File: src/rtl/packet_out_stepper.sv
// packet_out_stepper: egress FIFO that releases one packet to the display
// stage per debounced edge (either direction) of a manual step switch.
module packet_out_stepper #(
  parameter int PW     = 32,
  parameter int DEPTH  = 8,
  parameter int DB_CNT = 1000000
) (
  input  logic                     CLK,
  input  logic                     RST,
  input  logic [PW-1:0]            IN_PACKET,
  input  logic                     IN_VALID,
  output logic                     IN_READY,
  input  logic                     SW,
  output logic [PW-1:0]            PACKET_OUT,
  output logic                     OUT_VALID,
  output logic [$clog2(DEPTH):0]   COUNT
);

  localparam int AW  = $clog2(DEPTH);
  localparam int CW  = AW + 1;
  localparam int DBW = (DB_CNT > 1) ? $clog2(DB_CNT) : 1;

  localparam logic [CW-1:0]  COUNT_FULL = CW'(DEPTH);
  localparam logic [DBW-1:0] DB_LAST    = DBW'(DB_CNT - 1);

  logic [PW-1:0]  mem_q [DEPTH];

  logic           s1_q, s1_d;
  logic           s2_q, s2_d;
  logic           level_q, level_d;
  logic [DBW-1:0] db_cnt_q, db_cnt_d;
  logic [AW-1:0]  wr_ptr_q, wr_ptr_d;
  logic [AW-1:0]  rd_ptr_q, rd_ptr_d;
  logic [CW-1:0]  count_q, count_d;
  logic [PW-1:0]  pkt_q, pkt_d;
  logic           valid_q, valid_d;

  logic           step;
  logic           push;
  logic           pop;

  // Synchronizer, debouncer, step detection and FIFO bookkeeping.
  always_comb begin
    s1_d     = SW;
    s2_d     = s1_q;
    level_d  = level_q;
    db_cnt_d = '0;
    step     = 1'b0;

    // Counter only runs while the synchronized switch disagrees with the
    // debounced level; any agreement clears it.
    if (s2_q != level_q) begin
      if (db_cnt_q == DB_LAST) begin
        level_d = s2_q;
        step    = 1'b1;
      end else begin
        db_cnt_d = db_cnt_q + 1'b1;
      end
    end

    // Both decisions use pre-edge occupancy: a full FIFO rejects a push even
    // when a pop happens on the same edge, and a packet pushed into an empty
    // FIFO cannot be popped on that same edge.
    push = IN_VALID && (count_q != COUNT_FULL);
    pop  = step && (count_q != '0);

    wr_ptr_d = push ? wr_ptr_q + 1'b1 : wr_ptr_q;
    rd_ptr_d = pop  ? rd_ptr_q + 1'b1 : rd_ptr_q;

    count_d = count_q;
    if (push && !pop) begin
      count_d = count_q + 1'b1;
    end else if (pop && !push) begin
      count_d = count_q - 1'b1;
    end

    pkt_d   = pop ? mem_q[rd_ptr_q] : pkt_q;
    valid_d = valid_q | pop;
  end

  // Control state register with asynchronous reset.
  always_ff @(posedge CLK or posedge RST) begin
    if (RST) begin
      s1_q     <= 1'b0;
      s2_q     <= 1'b0;
      level_q  <= 1'b0;
      db_cnt_q <= '0;
      wr_ptr_q <= '0;
      rd_ptr_q <= '0;
      count_q  <= '0;
      pkt_q    <= '0;
      valid_q  <= 1'b0;
    end else begin
      s1_q     <= s1_d;
      s2_q     <= s2_d;
      level_q  <= level_d;
      db_cnt_q <= db_cnt_d;
      wr_ptr_q <= wr_ptr_d;
      rd_ptr_q <= rd_ptr_d;
      count_q  <= count_d;
      pkt_q    <= pkt_d;
      valid_q  <= valid_d;
    end
  end

  // FIFO storage; contents are don't-care after reset since pointers clear.
  always_ff @(posedge CLK) begin
    if (push) begin
      mem_q[wr_ptr_q] <= IN_PACKET;
    end
  end

  assign IN_READY   = (count_q != COUNT_FULL);
  assign PACKET_OUT = pkt_q;
  assign OUT_VALID  = valid_q;
  assign COUNT      = count_q;

endmodule

File: config.mk
export PLATFORM = sky130hd
export DESIGN_NAME = packet_out_stepper
export DESIGN_NICKNAME = d
export VERILOG_FILES = /design/src/rtl/packet_out_stepper.sv
export SDC_FILE = /design/constraint.sdc
export NUM_CORES = 1
export LEC_CHECK = 0
export BUFFER_PORTS_ARGS = -buffer_cell sky130_fd_sc_hd__buf_4
export CAP_MARGIN = 5
export CORE_AREA = 8 8 187 189
export CTS_CLUSTER_DIAMETER = 60
export DETAILED_ROUTE_END_ITERATION = 16
export DIE_AREA = 0 0 195 197
export GPL_TIMING_DRIVEN = 0
export SLEW_MARGIN = 10
export SYNTH_ARGS = -nofsm -noshare
export SYNTH_HDL_FRONTEND = slang
export SYNTH_SLANG_ARGS = --single-unit
File: constraint.sdc
create_clock -name CLK -period 9.4 [get_ports CLK]
set_input_delay 0.94 -clock CLK [delete_from_list [all_inputs] [get_ports CLK]]
set_output_delay 0.94 -clock CLK [all_outputs]
set_load 0.01 [all_outputs]
Word level (Yosys, flattened, before mapping)
Memory sizes are Yosys's and may differ from the RTL's. A register that Yosys moved wholly into a read port is not among the register bits.
Cells that the tools add are included.

operators by class
  multipliers = 0
  muxes and demuxes = 8
  divide/modulo/power cells = 0
  add/sub/neg operators = 5
  shift-type cells = 0
  equal/unequal tests = 3
  reductions and logical operators = 9
  bitwise operators = 1
  $lt $le $gt $ge = 0

operators with widths
  kind                                                                count
  20-bit two-way mux                                                  2
  20-bit by 1-bit adder with 20-bit output, second input constant     1
  20-bit equality test, second input constant                         1
  4-bit two-way mux                                                   2
  3-bit by 1-bit adder with 3-bit output, second input constant       2
  4-bit by 1-bit adder with 4-bit output, second input constant       1
  1-bit logical AND                                                   4
  1-bit two-way mux                                                   4
  4-bit inequality test, second input constant                        1
  4-bit nonzero test                                                  1
  4-bit by 1-bit subtractor with 4-bit output, second input constant  1
  1-bit zero test                                                     2
  2-bit AND reduction                                                 1
  2-bit nonzero test                                                  1
  1-bit inequality test                                               1
  1-bit bitwise OR                                                    1

storage, ports and cells
  logic and storage cells = 35
  bits in registers = 34
  memories kept = 1
  output and inout bits = 38
  latch bits = 0
  input port bits = 36
  memory bits (read-only) = 0
  RAM bits = 256

memories
  memory  words  width  read ports  clocked after memory_dff  wr ports  RTL line  text
  mem_q   8      32     1           1                         1         26        logic [PW-1:0] mem_q [DEPTH];

Depth between registers and ports, before layout
Gate-level depths: netlist of run 1.

  word-level depth = 7
  mapped depth = 11
  depth with buffers taken out = 11

Least setup slack after synthesis of run 1
OpenSTA, ideal clock, no wires.

  path kind = input to register
  start = in IN_VALID
  end = mem mem_q[0][0], enable pin
  path slack = 5.484 ns
  buffers on the path = 0
  required time = 8.939 ns
  setup time = 0.461 ns
  stages on the path = 4
  data arrival time = 3.454 ns
  cell sequence = nand2_1 > inv_1 > nand2b_1 > nor3_1

between the ends
  cells in the longest elaborated chain, start to end = 3

RTL lines
  element                                  RTL line  text
  start, declared                          11        input logic IN_VALID,
  1-bit logical AND                        64        push = IN_VALID && (count_q != COUNT_FULL);
  net push                                 39        logic push;
  1-bit two-way mux                        108       if (push) begin
  1-bit two-way mux (implied by the code)  109       mem_q[wr_ptr_q] <= IN_PACKET;
  end, declared                            26

The timed path passes the listed nets, and every way through them passes these cells.

Final worst setup path of run 1
  start = reg count_q[0] (netlist: COUNT[0])
  end = mem mem_q[0][7], enable pin

between the ends
  cells in the longest elaborated chain, start to end = 4

RTL lines
  element                                  RTL line  text
  start, declared                          34        logic [CW-1:0] count_q, count_d;
  start signal, assigned                   100       count_q <= count_d;
  4-bit inequality test                    64
  1-bit logical AND                        64
  net push                                 39
  1-bit two-way mux                        108
  1-bit two-way mux (implied by the code)  109

The timed path passes the listed nets, and every way through them passes these cells.

==> results of run 1 <==
[kinds of logic after synthesis]
kind of cell / synth area share (%)
muxes: 18.3
adders and majority gates: 0.754
and+or+nand+nor: 3.64
AOI/OAI and AO/OA: 0.892
DFF: 74.0
xor gates and xnor gates: 1.18
buffers and inverters: 1.20
[worst max path at each step]
stage,start,to
after floorplan,IN_VALID,mem_q[0][0]
after global placement,IN_VALID,mem_q[0][7]
after detailed placement,IN_VALID,mem_q[0][7]
after CTS,COUNT[0],mem_q[0][9]
after global routing,COUNT[0],mem_q[0][18]
final,COUNT[0],mem_q[0][7]
[cells in the mapped netlist (6+ instances only)]
library cell    n
or3_1           6
nor2_1         21
inv_1           7
mux2_1          7
buf_2           7
ha_1            6
xnor2_1        11
edfxtp_1      256
mux4_2         64
xor2_1          6
a21oi_1         9
nand2_1        16
mux2_4         28
dfrtp_1        66
clkbuf_1       11
nand3_1         9
o21ai_0         6
mux2_2         32
[layer usage]
metal	up-vias	track usage (%)
li1	2709	-
met1	3199	16.8
met3	55	2.98
met5	-	0
met2	130	25.3
met4	2	4.38
[state kept, by name (all words and copies together), names as in the netlist]
register and cells:
wr_ptr_q 3, s1_q 1, s2_q 1, db_cnt_q 20
mem_q 256, COUNT 4, rd_ptr_q 3, PACKET_OUT 32
OUT_VALID 1, level_q 1
[layout make-up]
type	instances	share of cell area (%)
multi-input cells	259	21.1
clock buffers	44	6.03
inverters	7	0.191
well taps	408	3.39
repair buffers	88	5.27
plain buffers	25	0.831
flip-flops and latches	322	62.0
diodes	1	0.0166
clock inverters	16	1.15
[worst register-to-register path, cell delays in order, from the launching register on]
cell      delay (ns)
dfrtp_1         0.47
or4b_1          0.21
nand2_1         0.10
inv_1           0.18
nand2b_1        0.27
nor3_2          0.71
buf_4           0.35
buf_8           0.18
buf_4           0.21
[per-stage QoR]
stage / total power, mW / hold slack [ns] / setup WS [ns]
floorplan: 1.99 / 0.331 / 5.48
global placement: 2.14 / 0.347 / 2.64
detailed placement: 2.21 / 0.336 / 6.07
CTS: 3.51 / 0.370 / 6.34
global route: 3.60 / 0.391 / 6.18
finish: 3.47 / 0.369 / 6.45
[power by group]
part / switching, mW / total, mW / leakage, nW / internal [mW]
clock network: 0.529 / 1.30 / 0.524 / 0.769
logic: 0.228 / 0.384 / 1.60 / 0.156
registers: 0.0561 / 1.78 / 3.22 / 1.73
total: 0.814 / 3.47 / 5.34 / 2.65
==> reports/qor.yml, run 1 <==
synthesis:
  synth_cell_types: 39
  yosys-top-cells-area: "edfxtp_1, dfrtp_1, mux4_2"
  avgSynthCellArea_um2: 20.6
  synthCells: 613
  yosys.area.top_type_share_pct: 60.9
  ys_seq_elements: 322
  yosysSeqAreaShare_pct: 74.0
  ys.flop_type: "edfxtp_1"
  yosysWarnings: 0
  synth_area_um2: 12600
  syn_nets: 656
  synth_edf_count: 256
  postSynth.asyncResetShare_pct: 20.5
  synth.largest_area_cell: "edfxtp_1"
worst_setup_path:
  critPathKind: "reg -> reg"
  critical_path.slowest_cell: "nor3_2"
  critical_path_buf_inv_count: 4
  r2r-end: "mem_q[0][7]"
  rr_worst_depth: 8
  worstPathCellList: "or4b_1 -> nand2_1 -> inv_1 -> nand2b_1 -> nor3_2 -> buf_4 -> buf_8 -> buf_4"
  critPathMaxStageDelay_ns: 0.71
  ff2ff_setup_slack_ns: 6.45
  crit_cells: 8
  cp-start-kind: "flop"
  critical-path-top-delay-family: "simple AND/OR/NAND/NOR gates"
  reg2reg_from: "COUNT[0]"
  cp.arrival_ns: 3.18
  endpoint_kind: "flop"
  cp.required_ns: 9.62
  path_max_fanout: 8
  cpMostUsedCell: "buf_4"
timing:
  finalSetupViolations: 0
  max_freq_ghz: 0.338
  fin_tns_setup_ns: 0
  worst_slew_pin_slew_ns: 0.996
  rsz0062_at_grt: "false"
  slew_headroom_pct: 33.6
  final_max_slew_viol_count: 0
  skew_ns: 0.0233
  finalCriticalPeriod_ns: 2.95
  finalHoldViolations: 0
  period_share_pct: 31.4
placed_design:
  finalWeightedCongestion: 0.686
  port_buffers: 73
  placed_area_um2: 14000
  post-place-cells: 1109
  dpl.hpwl_mm: 17.3
global_routing:
  grt_start_max_net_pins: 46
  antenna_found_initial: 2
  grt_use_total_pct: 14.1
  grt_overflow: 0
  grt_pass1_vias: 6728
  grt_pass1_wl_mm: 40.6
run:
  max_cap_violations: 0
drt:
  wl_met3_mm: 1.12
  vias_per_cell: 5.21
  drt_iter0_drc: 355
  via_count: 6095
  wl_met1_mm: 11.1
  drt_first_pass_iters: 4
  drt-total-wl_mm: 26.8
  wire_per_inst_um: 22.9
  ant_nets: 0
  top_layer_used: "met5"
  dr_wl_met2_mm: 13.9
  drcViolationCount: 0
hold_path:
  min_to: "s2_q"
  min_path_type: "reg -> reg"
  hold_start: "s1_q"
  holdPathStages: 0
final_layout:
  areaGrowthSynthToFinish_pct: 19.4
  final_common_cell: "edfxtp_1"
  seqCellArea_um2: 9340
  finish.utilization_pct: 47.0
  n_fill_cell: 2675
  final_cell_mix: "edfxtp_1, buf_4, dfrtp_1"
  design_area_um2: 15100
  fin_cells: 1170
  multi_input_area_um2: 3180
  drive_gt1_share_pct: 36.5
  nets: 780
clock_tree:
  clk_pin_slew_ns: 0.06
  tritoncts: "built"
  clkSinkCount: 322
  cts-buffers-inserted: 34
  clkLatencyLatePin_ns: 0.52
  htreeDepth: 2
  cts_hold_buffers: 0
  post_cts.repair.setup_buffers: 0
  cts_max_path_buffers: 3
  cts_resized: 0
  cts-root-buf: "clkbuf_16"
outcome:
  status: "finished clean"
floorplanning:
  fp.dieW_um: 195
  start_util_pct: 39.4
  rows: 66
  die_area_um2: 38400
  die_h_um: 197
  core_region_area_um2: 32000
  ios: 74
power_and_ir_drop:
  leakagePower_nw: 5.34
  power_density_nw_per_um2: 230
  vdd_drop_max_v: 0.000144
No activity file was read; power rests on OpenSTA's default activity.
==> inputs of run 2 (changes only) <==
ABC_AREA = 1   (was not set)
CORE_AREA = 8 8 192 194   (was 8 8 187 189)
DIE_AREA = 0 0 200 202   (was 0 0 195 197)
clock period = 2.85 ns   (was 9.4 ns; I/O delays follow)
==> reports/qor.yml, run 2 <==
worst_setup_path:
  r2r-end: "COUNT[3]"
  cp.required_ns: 3.26
  critPathKind: "reg -> reg"
  endpoint_kind: "flop"
  reg2reg_from: "db_cnt_q[0]"
  rr_worst_depth: 17
  cp.arrival_ns: 2.93
  cp-start-kind: "flop"
  ff2ff_setup_slack_ns: 0.33
  path_max_fanout: 19
  cp-startpoint: "db_cnt_q[0]"
  endpoint: "COUNT[3]"
synthesis:
  synthCells: 1229
  synth.largest_area_cell: "edfxtp_1"
  yosysMostFrequentCell: "nand2_1"
  synth_xor_area_share_pct: 0.857
  avgSynthCellArea_um2: 10.8
  synth_common_cells: "nand2_1, edfxtp_1, nor2_1"
  synth-simple-area-share_pct: 18.1
  postSynth.asyncResetShare_pct: 20.5
  ys_seq_elements: 322
  yosysSeqAreaShare_pct: 70.3
  yosys-top-cells-area: "edfxtp_1, dfrtp_1, nand2_1"
  syn_nets: 1272
  synth-adder-area-share_pct: 0.715
  synth_top_family_by_area: "simple AND/OR/NAND/NOR gates"
  ys.flop_type: "edfxtp_1"
  yosys.area.top_type_share_pct: 57.8
  synth_edf_count: 256
  synth_cell_types: 32
  synth_area_um2: 13300
  yosysWarnings: 0
  synth_compound_area_share_pct: 5.91
  synth.area.mux_share_pct: 0
final_layout:
  finish.utilization_pct: 47.8
  largest_reg_flops: 256
  final_common_cell: "nand2_1"
  final_cell_mix: "nand2_1, edfxtp_1, nor2_1"
  drive_gt1_share_pct: 13.0
  areaGrowthSynthToFinish_pct: 22.1
  regMostFlops: "mem_q"
  n_fill_cell: 3069
  nets: 1422
global_routing:
  grt_overflow: 0
  grt_pass1_wl_mm: 51.8
  use_met1_pct: 22.5
  grt_start_max_net_pins: 36
  grt_use_met2_pct: 27.0
  grt_use_total_pct: 16.5
  grt_pass1_vias: 9069
  busiest_layer: "met2"
  met3_usage_pct: 2.74
  antenna_found_initial: 2
power_and_ir_drop:
  pwr-share-comb_pct: 10.9
  power_density_nw_per_um2: 730
  p_int_mw: 8.94
  switchingPower_mw: 2.91
  vdd_drop_max_v: 0.000469
  leakagePower_nw: 6.51
  swShare_pct: 24.6
  pwr-share-clk_pct: 39.7
  seq_power_share_pct: 49.4
drt:
  drcViolationCount: 0
  drt-total-wl_mm: 32.8
  drt_first_pass_iters: 7
  wire_per_inst_um: 17.6
  vias_per_cell: 4.82
  via_count: 8985
  ant_nets: 0
  drt_iter0_drc: 622
clock_tree:
  post_cts.repair.setup_buffers: 0
  tritoncts: "built"
  htreeDepth: 2
  clkSinkCount: 322
  clkLatencyLatePin_ns: 0.53
  clk_pin_slew_ns: 0.06
  cts-root-buf: "clkbuf_16"
  cts_max_path_buffers: 3
  cts-buffers-inserted: 37
placed_design:
  dpl.hpwl_mm: 21.4
  finalWeightedCongestion: 0.801
  port_buffers: 73
timing:
  finalSetupViolations: 0
  finalCriticalPeriod_ns: 2.52
  final_max_slew_viol_count: 0
  period_share_pct: 88.5
  fin_tns_setup_ns: 0
  skew_ns: 0.0242
  slew_headroom_pct: 49.0
  worst_slew_pin_slew_ns: 0.764
  finalHoldViolations: 0
  max_freq_ghz: 0.396
  rsz0062_at_grt: "false"
outcome:
  status: "finished clean"
floorplanning:
  core_region_area_um2: 33900
  ios: 74
  start_util_pct: 39.1
  die_area_um2: 40400
  die_h_um: 202
  rows: 68
  fp.dieW_um: 200
run:
  max_cap_violations: 0
hold_path:
  min_path_type: "in -> reg"
==> run 2: area by class of cell <==
cell class	count	area [um2]	area share, %
diodes	2	5.00	0.0308
plain buffers	53	277	1.70
clock buffers	50	1050	6.45
clock inverters	18	173	1.06
inverters	69	267	1.64
multi-input cells	784	3470	21.4
flip-flops and latches	322	9340	57.5
well taps	455	569	3.51
repair buffers	112	1080	6.66
==> run 2: per-layer routing <==
layer  share of wire, %  wire [um]  vias to the layer above
met5                  0          0                        -
met3                6.0       1960                       54
met4                1.9        624                        0
li1                   -          -                     4387
met1                 45      14800                     4308
met2                 47      15500                      236
==> run 2: critical path, stage by stage (launching register included) <==
cell and delay (ns):
dfrtp_1 0.37, ha_1 0.21, nand3_2 0.13, inv_1 0.11, nand3_2 0.13, nor2_8 0.18, nand2_8 0.16, ha_1 0.25
inv_1 0.12, ha_1 0.24, nand2_1 0.07, inv_1 0.04, o21ai_1 0.16, nand2_1 0.07, nand2_1 0.05, nand2_1 0.04
nand2_1 0.05, nand2_1 0.05
==> run 2: through the flow <==
| step | std cells | setup WS [ns] | hold WS [ns] | power, mW | instance area, um2 |
|---|---|---|---|---|---|
| 6_report | 1865 | 0.327 | 0.0219 | 11.8 | 16200 |
| 5_1_grt | 1865 | 0.0384 | 0.00642 | 12.3 | 16200 |
| 4_1_cts | 1864 | 0.0160 | 0.00492 | 12.0 | 16200 |
| 3_5_place_dp | 1766 | 0.0320 | 0.337 | 7.22 | 14700 |
| 3_3_place_gp | 1757 | -1.25 | 0.339 | 7.00 | 14400 |
| 2_1_floorplan | 1229 | -0.0516 | 0.316 | 6.58 | 13300 |
==> run 2: kinds of logic (layout without fill, tap and decap cells) <==
kind of cell / Yosys count / in the layout
buffers and inverters: 123 / 302
xor gates and xnor gates: 13 / 13
and+or+nand+nor: 620 / 620
DFF: 322 / 322
AOI/OAI and AO/OA: 144 / 144
other: 0 / 2
adders and majority gates: 7 / 7
==> run 2: timing repair <==
| action | in CTS | in global routing |
|---|---|---|
| endpoints found under the setup margin | 0 | 1 |
| hold endpoints to repair | 248 | 0 |
| gates resized for setup | 0 | 2 |
| hold buffers | 30 | 0 |
==> run 2: worst min path at each step <==
stage                     cells past startpoint           from           end
after floorplan                               0             SW          s1_q
after global placement                        0           s1_q          s2_q
after detailed placement                      2            RST      COUNT[0]
after CTS                                     1  IN_PACKET[25]  mem_q[1][25]
after global routing                          1  IN_PACKET[27]  mem_q[6][27]
final                                         1  IN_PACKET[27]  mem_q[6][27]
==> run 2: power groups by stage <==
stage	Combinational, mW	Clock, mW	Sequential (mW)
floorplan	0.624	0	5.95
global placement	1.01	0	5.98
detailed placement	1.27	0	5.95
CTS	1.31	4.81	5.86
global route	1.45	4.97	5.90
finish	1.29	4.71	5.85
==> inputs of run 3 (changes only) <==
CORE_AREA = 2 2 186 188   (was 8 8 192 194)
DIE_AREA = 0 0 188 190   (was 0 0 200 202)
SKIP_LAST_GASP = 1   (was not set)
==> reports/qor.yml, run 3 (synthesized netlist as in run 2, its figures left out) <==
outcome:
  status: "finished clean"
final_layout:
  drive_gt1_share_pct: 13.3
  largest_reg_flops: 256
  regMostFlops: "mem_q"
  antennaDiodeCount: 0
  nets: 1419
  final_common_cell: "nand2_1"
  finish.utilization_pct: 47.8
  fin_cells: 1858
  areaGrowthSynthToFinish_pct: 22.0
  final_cell_mix: "nand2_1, edfxtp_1, nor2_1"
hold_path:
  min_path_type: "in -> reg"
  min_to: "mem_q[2][23]"
  holdPathStages: 1
  hold_start: "IN_PACKET[23]"
placed_design:
  dpl.hpwl_mm: 20.9
  post-place-cells: 1766
  port_buffers: 73
  finalWeightedCongestion: 0.787
power_and_ir_drop:
  finalPower_mw: 11.9
  power_density_nw_per_um2: 735
  switchingPower_mw: 2.89
  vdd_drop_max_v: 0.000479
  seq_power_share_pct: 49.1
  pwr-share-clk_pct: 40.2
  swShare_pct: 24.2
  pwr-share-comb_pct: 10.6
  leakagePower_nw: 6.53
  p_int_mw: 9.04
clock_tree:
  cts-root-buf: "clkbuf_16"
  clkSinkCount: 322
  clkLatencyLatePin_ns: 0.53
  tritoncts: "built"
  post_cts.repair.setup_buffers: 0
  clk_pin_slew_ns: 0.06
  cts_max_path_buffers: 3
  cts-buffers-inserted: 37
  htreeDepth: 2
worst_setup_path:
  endpoint_kind: "flop"
  r2r-end: "COUNT[3]"
  critPathKind: "reg -> reg"
  path_max_fanout: 19
  cp.required_ns: 3.27
  rr_worst_depth: 17
  cp-start-kind: "flop"
  reg2reg_from: "db_cnt_q[0]"
  ff2ff_setup_slack_ns: 0.28
  cp.arrival_ns: 2.98
drt:
  via_count: 8878
  vias_per_cell: 4.78
  ant_nets: 0
  wire_per_inst_um: 17.4
  drcViolationCount: 0
  drt_first_pass_iters: 5
  drt_iter0_drc: 585
  drt-total-wl_mm: 32.3
timing:
  finalSetupViolations: 0
  worst_slew_pin_slew_ns: 0.786
  rsz0062_at_grt: "false"
  final_max_slew_viol_count: 0
  max_freq_ghz: 0.390
  finalCriticalPeriod_ns: 2.57
  slew_headroom_pct: 47.6
  period_share_pct: 90.1
  skew_ns: 0.0241
  finalHoldViolations: 0
  fin_tns_setup_ns: 0
global_routing:
  grt_use_total_pct: 18.3
  grt_start_max_net_pins: 50
  grt_pass1_vias: 8838
  grt_pass1_wl_mm: 50.0
  grt_overflow: 0
  antenna_found_initial: 0
floorplanning:
  rows: 68
  core_region_area_um2: 33900
  start_util_pct: 39.1
  die_h_um: 190
  fp.dieW_um: 188
  die_area_um2: 35700
  ios: 74
run:
  max_cap_violations: 0
## run 3: cell count changes in the layout (fill, tap and decap cells not counted), moves of 2 or more
cell           before  now
clkinv_2            3    6
dlygate4sd3_1      30   27
diode_2             2    0
clkbuf_8            3    6
clkinv_1            7    2
## run 3: area by class of cell
cell class	count	area (um2)
Clock inverter	15	184
Multi-Input combinational cell	784	3470
Buffer	53	277
Sequential cell	322	9340
Fill cell	3083	17700
Clock buffer	51	1060
Timing Repair Buffer	109	1050
Tap cell	455	569
Inverter	69	267
## run 3: per-layer routing
metal  wire [um]  track usage (%)  vias to the layer above
met3        1860             3.03                       46
met5           0                0                        -
met2       15400             31.3                      255
met4         695             5.24                        0
li1            -                -                     4369
met1       14300             24.2                     4208
## run 3: power by group through the flow
stage | clock network [mW] | logic [mW] | registers (mW)
after floorplan | 0 | 0.624 | 5.95
final | 4.80 | 1.27 | 5.86
after global routing | 5.05 | 1.42 | 5.91
after CTS | 4.87 | 1.29 | 5.86
after detailed placement | 0 | 1.26 | 5.95
after global placement | 0 | 1.01 | 5.99
## run 3: how the worst max path moves through the flow
stage,endpoint,start
detailed placement,COUNT[3],db_cnt_q[0]
global route,COUNT[3],db_cnt_q[0]
CTS,COUNT[3],db_cnt_q[0]
finish,COUNT[3],db_cnt_q[0]
global placement,mem_q[6][7],COUNT[0]
floorplan,mem_q[0][0],COUNT[0]
## run 3: timing repair
action | in CTS | in global routing
resized for setup | 0 | 1
hold endpoints to repair | 214 | 0
hold buffers | 27 | 0
endpoints found under the setup margin | 0 | 1
## run 3: through the flow
step	instance area, um2	hold WS [ns]	setup WS (ns)
floorplan	13300	0.316	-0.0516
global placement	14400	0.348	-1.27
detailed placement	14700	0.278	0.0507
CTS	16200	0.00125	0.0419
global route	16200	0.00326	0.00425
finish	16200	0.0202	0.283
## run 3: critical path, cell delays in order, from the launching register on
cell and delay, ns:
dfrtp_1 0.36, ha_1 0.21, nand3_2 0.14, inv_1 0.11
nand3_2 0.14, nor2_8 0.15, nand2_4 0.19, ha_1 0.27
inv_1 0.12, ha_1 0.24, nand2_1 0.06, inv_1 0.04
o21ai_1 0.15, nand2_1 0.07, nand2_1 0.06, nand2_1 0.05
nand2_1 0.05, nand2_1 0.04
